File: src/rtl/pc_seq_pkg.sv
// Shared op encodings and the alignment helper for the PC sequencer.
package pc_seq_pkg;

  localparam logic [2:0] OP_HOLD   = 3'd0;
  localparam logic [2:0] OP_INC    = 3'd1;
  localparam logic [2:0] OP_BRANCH = 3'd2;
  localparam logic [2:0] OP_JUMP   = 3'd3;
  localparam logic [2:0] OP_CALL   = 3'd4;
  localparam logic [2:0] OP_RET    = 3'd5;

  // True when the low align_bits bits of addr are all zero.
  function automatic logic is_aligned(input logic [63:0] addr, input int unsigned align_bits);
    logic [63:0] mask_s;
    mask_s = (64'd1 << align_bits) - 64'd1;
    return ((addr & mask_s) == 64'd0);
  endfunction

endpackage

File: src/rtl/pc_ras.sv
// Circular return-address stack; a push when full overwrites the oldest entry.
module pc_ras
  import pc_seq_pkg::*;
#(
  parameter int unsigned W         = 32,
  parameter int unsigned RAS_DEPTH = 4
) (
  input  logic         clk,
  input  logic         reset,
  input  logic         push,
  input  logic         pop,
  input  logic [W-1:0] push_data,
  output logic [W-1:0] top,
  output logic         full,
  output logic         empty,
  output logic         ovf
);

  localparam int unsigned PW = (RAS_DEPTH > 1) ? $clog2(RAS_DEPTH) : 1;
  localparam logic [PW:0] DEPTH_C = (PW + 1)'(RAS_DEPTH);

  logic [W-1:0]  mem_r [RAS_DEPTH];
  logic [PW-1:0] top_r;
  logic [PW:0]   count_r;
  logic          ovf_r;
  logic [PW-1:0] wr_ptr_s;
  logic          full_s;

  assign wr_ptr_s = top_r + PW'(1);
  assign full_s   = (count_r == DEPTH_C);

  // Stack storage; contents need no reset since count gates visibility.
  always_ff @(posedge clk) begin
    if (push && !reset) begin
      mem_r[wr_ptr_s] <= push_data;
    end
  end

  // Top pointer, occupancy count and sticky overflow flag.
  always_ff @(posedge clk) begin
    if (reset) begin
      top_r   <= {PW{1'b1}};
      count_r <= {(PW + 1){1'b0}};
      ovf_r   <= 1'b0;
    end else if (push) begin
      top_r <= wr_ptr_s;
      if (full_s) begin
        ovf_r <= 1'b1;
      end else begin
        count_r <= count_r + (PW + 1)'(1);
      end
    end else if (pop) begin
      top_r   <= top_r - PW'(1);
      count_r <= count_r - (PW + 1)'(1);
    end
  end

  assign top   = mem_r[top_r];
  assign full  = full_s;
  assign empty = (count_r == {(PW + 1){1'b0}});
  assign ovf   = ovf_r;

endmodule

File: src/rtl/pc_seq.sv
// Program-counter sequencer with branch/jump/call/return and alignment checks.
// Define PC_SEQ_TRAP_EN to add the trap input and exception PC register.
module pc_seq
  import pc_seq_pkg::*;
#(
  parameter int unsigned W          = 32,
  parameter int unsigned STEP       = 4,
  parameter logic [W-1:0] RESET_VEC = {W{1'b0}},
  parameter int unsigned RAS_DEPTH  = 4,
  parameter int unsigned ALIGN_BITS = 2
) (
  input  logic         clk,
  input  logic         reset,
`ifdef PC_SEQ_TRAP_EN
  input  logic         trap,
  input  logic [W-1:0] trap_vec,
  output logic [W-1:0] epc,
`endif
  input  logic         en,
  input  logic         stall,
  input  logic [2:0]   op,
  input  logic [W-1:0] target,
  input  logic [W-1:0] offset,
  output logic [W-1:0] pc,
  output logic [W-1:0] pc_next,
  output logic         ras_full,
  output logic         ras_empty,
  output logic         ras_ovf,
  output logic         err_misalign,
  output logic         err_underflow
);

  logic [W-1:0] pc_r;
  logic [W-1:0] pc_next_s;
  logic [W-1:0] seq_s;
  logic [W-1:0] branch_s;
  logic [W-1:0] ras_top_s;
  logic         ras_empty_s;
  logic         push_s;
  logic         pop_s;
  logic         misalign_s;
  logic         underflow_s;
  logic         err_misalign_r;
  logic         err_underflow_r;
  logic         trap_take_s;
  logic [W-1:0] trap_vec_s;

  assign seq_s    = pc_r + W'(STEP);
  assign branch_s = pc_r + offset;

`ifdef PC_SEQ_TRAP_EN
  logic [W-1:0] epc_r;
  assign trap_take_s = trap;
  assign trap_vec_s  = trap_vec;
  assign epc         = epc_r;

  // Exception PC captures the interrupted pc when a trap is taken.
  always_ff @(posedge clk) begin
    if (reset) begin
      epc_r <= {W{1'b0}};
    end else if (trap && !stall) begin
      epc_r <= pc_r;
    end
  end
`else
  assign trap_take_s = 1'b0;
  assign trap_vec_s  = {W{1'b0}};
`endif

  // Next-PC selection; rejected ops leave pc alone and raise an error.
  always_comb begin
    pc_next_s   = pc_r;
    push_s      = 1'b0;
    pop_s       = 1'b0;
    misalign_s  = 1'b0;
    underflow_s = 1'b0;
    if (reset) begin
      pc_next_s = RESET_VEC;
    end else if (stall) begin
      pc_next_s = pc_r;
    end else if (trap_take_s) begin
      pc_next_s = trap_vec_s;
    end else if (en) begin
      case (op)
        OP_HOLD: pc_next_s = pc_r;
        OP_INC:  pc_next_s = seq_s;
        OP_BRANCH: begin
          if (is_aligned(64'(branch_s), ALIGN_BITS)) pc_next_s = branch_s;
          else misalign_s = 1'b1;
        end
        OP_JUMP: begin
          if (is_aligned(64'(target), ALIGN_BITS)) pc_next_s = target;
          else misalign_s = 1'b1;
        end
        OP_CALL: begin
          if (is_aligned(64'(target), ALIGN_BITS)) begin
            pc_next_s = target;
            push_s    = 1'b1;
          end else begin
            misalign_s = 1'b1;
          end
        end
        OP_RET: begin
          if (ras_empty_s) begin
            underflow_s = 1'b1;
          end else begin
            pc_next_s = ras_top_s;
            pop_s     = 1'b1;
          end
        end
        default: pc_next_s = pc_r;
      endcase
    end else begin
      pc_next_s = pc_r;
    end
  end

  // PC register and one-cycle error pulses.
  always_ff @(posedge clk) begin
    if (reset) begin
      pc_r            <= RESET_VEC;
      err_misalign_r  <= 1'b0;
      err_underflow_r <= 1'b0;
    end else begin
      pc_r            <= pc_next_s;
      err_misalign_r  <= misalign_s;
      err_underflow_r <= underflow_s;
    end
  end

  pc_ras #(
    .W         (W),
    .RAS_DEPTH (RAS_DEPTH)
  ) u_ras (
    .clk       (clk),
    .reset     (reset),
    .push      (push_s),
    .pop       (pop_s),
    .push_data (seq_s),
    .top       (ras_top_s),
    .full      (ras_full),
    .empty     (ras_empty_s),
    .ovf       (ras_ovf)
  );

  assign pc            = pc_r;
  assign pc_next       = pc_next_s;
  assign ras_empty     = ras_empty_s;
  assign err_misalign  = err_misalign_r;
  assign err_underflow = err_underflow_r;

endmodule

File: config.mk
export PLATFORM = sky130hd
export DESIGN_NAME = pc_seq
export DESIGN_NICKNAME = d
export VERILOG_FILES = /design/src/rtl/pc_seq_pkg.sv /design/src/rtl/pc_ras.sv /design/src/rtl/pc_seq.sv
export SDC_FILE = /design/constraint.sdc
export NUM_CORES = 1
export LEC_CHECK = 0
export ABC_CLOCK_PERIOD_IN_PS = 3100
export BUFFER_PORTS_ARGS = -buffer_cell sky130_fd_sc_hd__buf_4
export CAP_MARGIN = 25
export CORE_MARGIN = 5
export CORE_UTILIZATION = 40
export DETAILED_ROUTE_END_ITERATION = 12
export SYNTH_ARGS = -nofsm -noshare
export SYNTH_HDL_FRONTEND = slang
export SYNTH_SLANG_ARGS = --single-unit
File: constraint.sdc
create_clock -name clk -period 3.1 [get_ports clk]
set_clock_uncertainty 0.05 [all_clocks]
set_input_delay 0.465 -clock clk [delete_from_list [all_inputs] [get_ports clk]]
set_output_delay 0.465 -clock clk [all_outputs]
set_load 0.005 [all_outputs]
==> results of run 1 <==
## through the flow
stage	utilization	setup WS (ps)	setup TNS, ps	hold slack, ps	cells
2_1_floorplan	-	9.307	0	410.4	903
3_3_place_gp	0.5184	-634.5	-9839	411.6	1509
3_5_place_dp	0.5184	-602.3	-10030	420.1	1509
4_1_cts	0.5850	-490.2	-8991	314.4	1569
5_1_grt	0.6047	-596.2	-12330	347.7	1584
6_report	0.6047	-501.9	-8973	325.0	1584
## per-layer routing
metal	wire length, µm	GRT usage	part of all wire	vias to the layer above
met2	17120	0.4098	0.48	462
met4	930	0.09613	0.026	0
met5	0	0	0	-
li1	-	-	-	4174
met3	2518	0.04332	0.071	65
met1	14880	0.3338	0.42	4552
## layout make-up
cell class,instances,area (µm²),share of cell area
Inverter,16,60.06,0.004120
Clock inverter,11,115.1,0.007896
Clock buffer,21,504.2,0.03459
Timing Repair Buffer,381,3058,0.2098
Multi-Input combinational cell,661,5719,0.3923
Tap cell,324,405.4,0.02781
Sequential cell,170,4716,0.3235
## cells by family (layout without fill, tap and decap cells)
kind of cell / Yosys count / after routing
muxes: 36 / 36
xor gates and xnor gates: 48 / 48
AOI/OAI and AO/OA: 234 / 234
adders and majority gates: 38 / 38
buffers and inverters: 72 / 429
and+or+nand+nor: 305 / 305
DFF: 170 / 170
## sequential cells by signal, indices dropped and copies added, names as in the netlist, named ones only
| name | cells |
|---|---|
| u_ras.top_r | 2 |
| pc | 32 |
| u_ras.ovf | 1 |
| err_misalign | 1 |
| u_ras.mem_r | 128 |
| err_underflow | 1 |
| u_ras.count_r | 3 |
## cells in the final DEF (no fill, tap or decap), drive strengths merged, types with 10 or more instances in the layout
cell type / Yosys / routed
o21ai: 42 / 42
and3: 16 / 16
mux4: 32 / 32
clkbuf: 45 / 21
a21o: 12 / 12
buf: 11 / 381
nor3: 31 / 31
a21oi: 64 / 64
xnor2: 24 / 24
a311oi: 10 / 10
inv: 16 / 23
nand3: 31 / 31
a221oi: 20 / 20
ha: 36 / 36
nand2: 75 / 75
nor2: 85 / 85
edfxtp: 128 / 128
xor2: 24 / 24
and2: 11 / 11
dfxtp: 42 / 42
nand4: 13 / 13
a221o: 12 / 12
## power breakdown
part,internal [mW],switching (mW)
Combinational,0.458,0.509
Clock,1.27,0.970
Sequential,2.45,0.0247
Total,4.18,1.50
## how the worst min path moves through the flow
| stage | startpoint | to | depth (start not counted) |
|---|---|---|---|
| after floorplan | u_ras.ovf | u_ras.ovf | 2 |
| after global placement | u_ras.ovf | u_ras.ovf | 2 |
| after detailed placement | u_ras.ovf | u_ras.ovf | 2 |
| after CTS | reset | u_ras.count_r[2] | 2 |
| after global routing | reset | u_ras.count_r[2] | 2 |
| final | reset | u_ras.count_r[2] | 2 |
## critical path, delay by kind of cell (launching register included)
kind,cells,cell delay [ps]
AND/OR/NAND/NOR,3,1320
AO/OA/AOI/OAI,5,870
flip-flops,1,360
buffers and inverters,1,120
## repair_timing
action	4_1_cts	5_1_grt
setup endpoints to repair	32	32
setup buffers	33	23
hold buffers	0	0
pin swaps	78	57
resized for setup	176	79
gates cloned	0	0
==> metrics.txt, run 1 <==
mux cell area share after synthesis 0.07821; Relative slew margins 0.4920; fmax 277.6 MHz; first-pass GRT wire length approximately 54,000 µm; post-synthesis cell type count 68; Syn Nets 1,012; transition time of the tightest slew-check pin between 700 and 800 ps; total track usage 0.2503; Simple-Gate Fraction of Synth Area 0.1527; HPWL Detailed roughly 25,000 µm; Crit path top cell by count a41o_1; Reg clk slew, reported paths around 70 ps; Synth Area in XOR/XNOR 0.04322; worst flop-to-flop path endpoint pc[15]; WL final 35,440 µm; Mapped Cells around 900; area of the mapped netlist just under 0.01 mm²; RR Startpoint pc[9]; top cell type's share of synthesized area 0.3952; P per Cell Area 390.1 mW/mm²; syn avg cell area between 10 and 15 µm²; Min Clock Period, post-route around 3600 ps; vias in the first global route slightly above 9,000; Main synth FF type edfxtp_1; cell-by-cell trace of the critical path nand4_2 > or4_4 > or4b_4 > a21oi_4 > a21oi_2 > o21a_1 > a41o_1 > a41o_1 > buf_6; Syn. warnings 0; IO Pins 140; HP Class input pin to flip-flop; antenna viol nets, final 0; final hold vios 0; port bufs ~140; initial antenna violation count 0; Die W ~170 µm; H-tree depth 4; number of remaining DRC errors 0; CP required between 2000 and 3000 ps; count leader, synth edfxtp_1; clock latency on the worst-skew pair around 440 ps; RSZ-0062 raised after global routing true; clk sink count between 150 and 200; Yosys reg bits 170; Synth Area in Adders 0.05042; Worst setup SP type flip-flop; Pins Over Slew Limit 0; Vias approximately 9,300; Starting Density 0.4035; R2R cell count 17; largest net degree at the start of global routing 31; max incr delay on CP around 590 ps; CTS Buf Count 17; drt pass-1 iters 7; Post-DP Area ~0.012 mm²; Critical Path End Type output pin; Max Cap Violations 0; area leader, netlist edfxtp_1; Root Driver clkbuf_16; Core Footprint between 0.02 and 0.025 mm²; Finish-stage setup viols 32; number of flops mapped to enable cells by yosys roughly 130; status finished, violations left; register area share after synthesis 0.4816; Pwr Total about 5.7 mW; CTS tree built; crit path max fanout 3; routability cong. ~0.92; Synth Area in Compound Gates 0.1644; post-route cell area ~0.015 mm²; largest family of logic cells by synthesized area compound AO/OA/AOI/OAI gates; Worst setup startpoint pc[14]; Ant. Diodes 0; DRT iter0 DRCs between 800 and 900; Nets approximately 1,400; asr flop ratio synth 0; Via density just under 6; R2R setup slack roughly 20 ps; CP Class flip-flop to output pin; GRT overflow 0; leakage between 5 and 6 nW; top cells by count, synth edfxtp_1 (128), nor2_1 (85), nand2_1 (75), a21oi_1 (63), clkbuf_1 (44); Final Cycle Share 1.162; violated checks setup timing; WP data arrival 3090 ps; share of cells above drive strength 1 0.4817; Die Ht between 150 and 200 µm; # fillers roughly 2,000; top post-synthesis cells by area edfxtp_1 (40%), dfxtp_1 (8.6%), mux4_2 (7.4%); worst setup margin -501.9 ps; Crit-path slowest cell or4_4; CTS max path bufs 2; wire per inst about 22 µm; peak supply drop roughly 320 µV; Syn-to-layout area delta 49.87%; Die Footprint ~0.028 mm²; crit path to pc_next[31]; row count 57
(Power assumes the default switching activity.)
==> inputs of run 2 (changes only) <==
- ABC_CLOCK_PERIOD_IN_PS: 3100 -> unset
- CAP_MARGIN: 25 -> unset
- clock period: 3.1 -> 3.4 ns (I/O delays scaled with it)
==> metrics.txt, run 2 (synthesized netlist as in run 1, its figures left out) <==
Worst setup SP type flip-flop; WP data arrival 3090 ps (about the same); CTS tree built; CP Class flip-flop to output pin; Relative slew margins 0.5747 (+0.08274); Util after Layout 0.5924 (-0.01230); largest net degree at the start of global routing 45 (+45%); initial antenna violation count 0 (unchanged); port bufs 139 (unchanged); RR Startpoint pc[0]; met2 GRT Util 0.3917 (-0.01811); met3 Use GR 0.04142 (-0.001904); vias in the first global route 8,861 (-4.7%); worst setup margin -246.3 ps (+255.6 ps); share of cells above drive strength 1 0.4707 (-0.01106); hold path cells 2 (unchanged); number of remaining DRC errors 0 (unchanged); CP top delay family simple AND/OR/NAND/NOR gates; violated checks setup timing; Crit path top cell by count a41o_1; Nets 1,325 (-2.3%); max reg flops 128 (unchanged); final hold vios 0 (unchanged); CP Depth 9 (unchanged); R2R setup slack 180 ps (+160 ps); Worst Path Buf+Inv 1 (unchanged); sw frac 0.2747 (+0.01024); Syn-to-layout area delta 46.82%; CTS max path bufs 2 (unchanged); post-route cell area 0.01428 mm² (-2.0%); row count 57 (unchanged); WL final 34,870 µm (-1.6%); HP Class input pin to flip-flop; Fin Setup TNS -1967 ps (+7006 ps); Switch Pwr 1.358 mW (-9.7%); Top Usage Layer GRT met2; transition time of the tightest slew-check pin 637.9 ps (-122.5 ps); wire per inst 22.47 µm (+0.41%); Vias 9,141 (-1.2%); Root Driver clkbuf_16; cell-by-cell trace of the critical path nand4_4 > or4_4 > or4b_4 > a21oi_2 > a21oi_1 > o21a_1 > a41o_1 > a41o_1 > buf_6; crit path max fanout 2 (-1); hold wc startpoint reset; Pins Over Slew Limit 0 (unchanged); max incr delay on CP 590 ps (about the same); Final Cycle Share 1.072; Max Cap Violations 0 (unchanged); peak supply drop 302.7 µV (-4.9%); Worst Hold Endpoint u_ras.count_r[2]; Reg clk slew, reported paths 70 ps (about the same); fmax 274.3 MHz; Seq pwr share 0.456 (+0.021); clock share of power 0.369 (-0.026); clk sink count 170 (unchanged); GRT overflow 0 (unchanged); drt pass-1 iters 6 (-1); HPWL Detailed 23,940 µm (-5.1%); P per Cell Area 346.2 mW/mm² (-11%); Min Clock Period, post-route 3646 ps; clock latency on the worst-skew pair 440 ps (about the same); Finish-stage setup viols 19 (-41%); Via density 5.890 (+0.83%); Die Footprint 0.02754 mm² (unchanged); DRT iter0 DRCs 989 (+15%); total track usage 0.2405 (-0.009771); Ant. Diodes 0 (unchanged); Starting Density 0.4035 (unchanged); first-pass GRT wire length 51,650 µm (-4.5%); R2R cell count 19 (+2); Pwr Total 4.945 mW (-13%); met1 Usage GRT 0.3230 (-0.01086); Worst setup startpoint pc[14]; H-tree depth 4 (unchanged); RSZ-0062 raised after global routing true; Crit-path slowest cell or4_4; routability cong. 0.8568 (-7.0%); Biggest register u_ras.mem_r; hold_buf cts 0 (unchanged); Combinational Power Share 0.175 (+0.005); Die Ht 165.9 µm (unchanged); CP required 2840 ps (+260 ps); Die W 165.9 µm (unchanged); worst flop-to-flop path endpoint pc[14]; Critical Path End Type output pin; commonest non-fill, non-tap cell in the layout buf_4; IO Pins 140 (unchanged); Post-DP Area 0.01227 mm² (-1.8%); most frequent cells in the layout buf_4 (316), edfxtp_1 (128), nor2_1 (78); setup slack at placement -334.3 ps (+268.0 ps); Core Footprint 0.02411 mm² (unchanged); internal power 3.586 mW (-14%); status finished, violations left; antenna viol nets, final 0 (unchanged); CTS Buf Count 17 (unchanged); leakage 5.668 nW (-3.3%)
-- run 2: worst max-delay path by stage --
stage and to:
6_report pc_next[31], 5_1_grt pc_next[31], 4_1_cts pc_next[31], 3_5_place_dp pc_next[25], 3_3_place_gp pc_next[25], 2_1_floorplan pc_next[25]
-- run 2: power groups by stage --
stage	clock [mW]	combinational, mW	sequential [mW]
floorplan	0	0.325	2.31
global route	1.93	0.919	2.26
finish	1.82	0.864	2.26
detailed placement	0	0.687	2.30
global placement	0	0.683	2.30
CTS	1.85	0.794	2.26
-- run 2: final cells by class --
type                       count  area (µm²)
timing repair buffer         350        2863
multi-input combinational    661        5688
clock inverter                14       115.1
tap                          324       405.4
inverter                      16       60.06
sequential                   170        4725
fill                        2029        9824
clock buffer                  17       425.4
-- run 2: what timing repair did --
| item | CTS | global route |
|---|---|---|
| cloned | 2 | 0 |
| setup endpoints to repair | 32 | 32 |
| gates resized for setup | 150 | 88 |
| buffers inserted | 26 | 28 |
| pin swaps | 64 | 60 |
| hold endpoints to repair | 0 | 0 |
-- run 2: metal layers --
metal | part of all wire | routed length [µm] | vias to the layer above
li1 | - | - | 4122
met1 | 0.42 | 14510 | 4545
met2 | 0.48 | 16850 | 409
met3 | 0.072 | 2520 | 65
met4 | 0.029 | 996 | 0
met5 | 0 | 0 | -
-- run 2: worst register-to-register path, delay by kind of cell, from the launching register on --
family          cells  cell delay (ps)
fa+ha+maj           2              640
simple gates        3              480
compound gates      1               80
flops               1              350
buf+inv            13             1540
-- run 2: metrics by stage --
stage / cells / hold WS (ps)
2_1_floorplan: 903 / 410.4
3_3_place_gp: 1474 / 413.1
3_5_place_dp: 1474 / 426.0
4_1_cts: 1527 / 394.2
5_1_grt: 1552 / 409.5
6_report: 1552 / 404.7
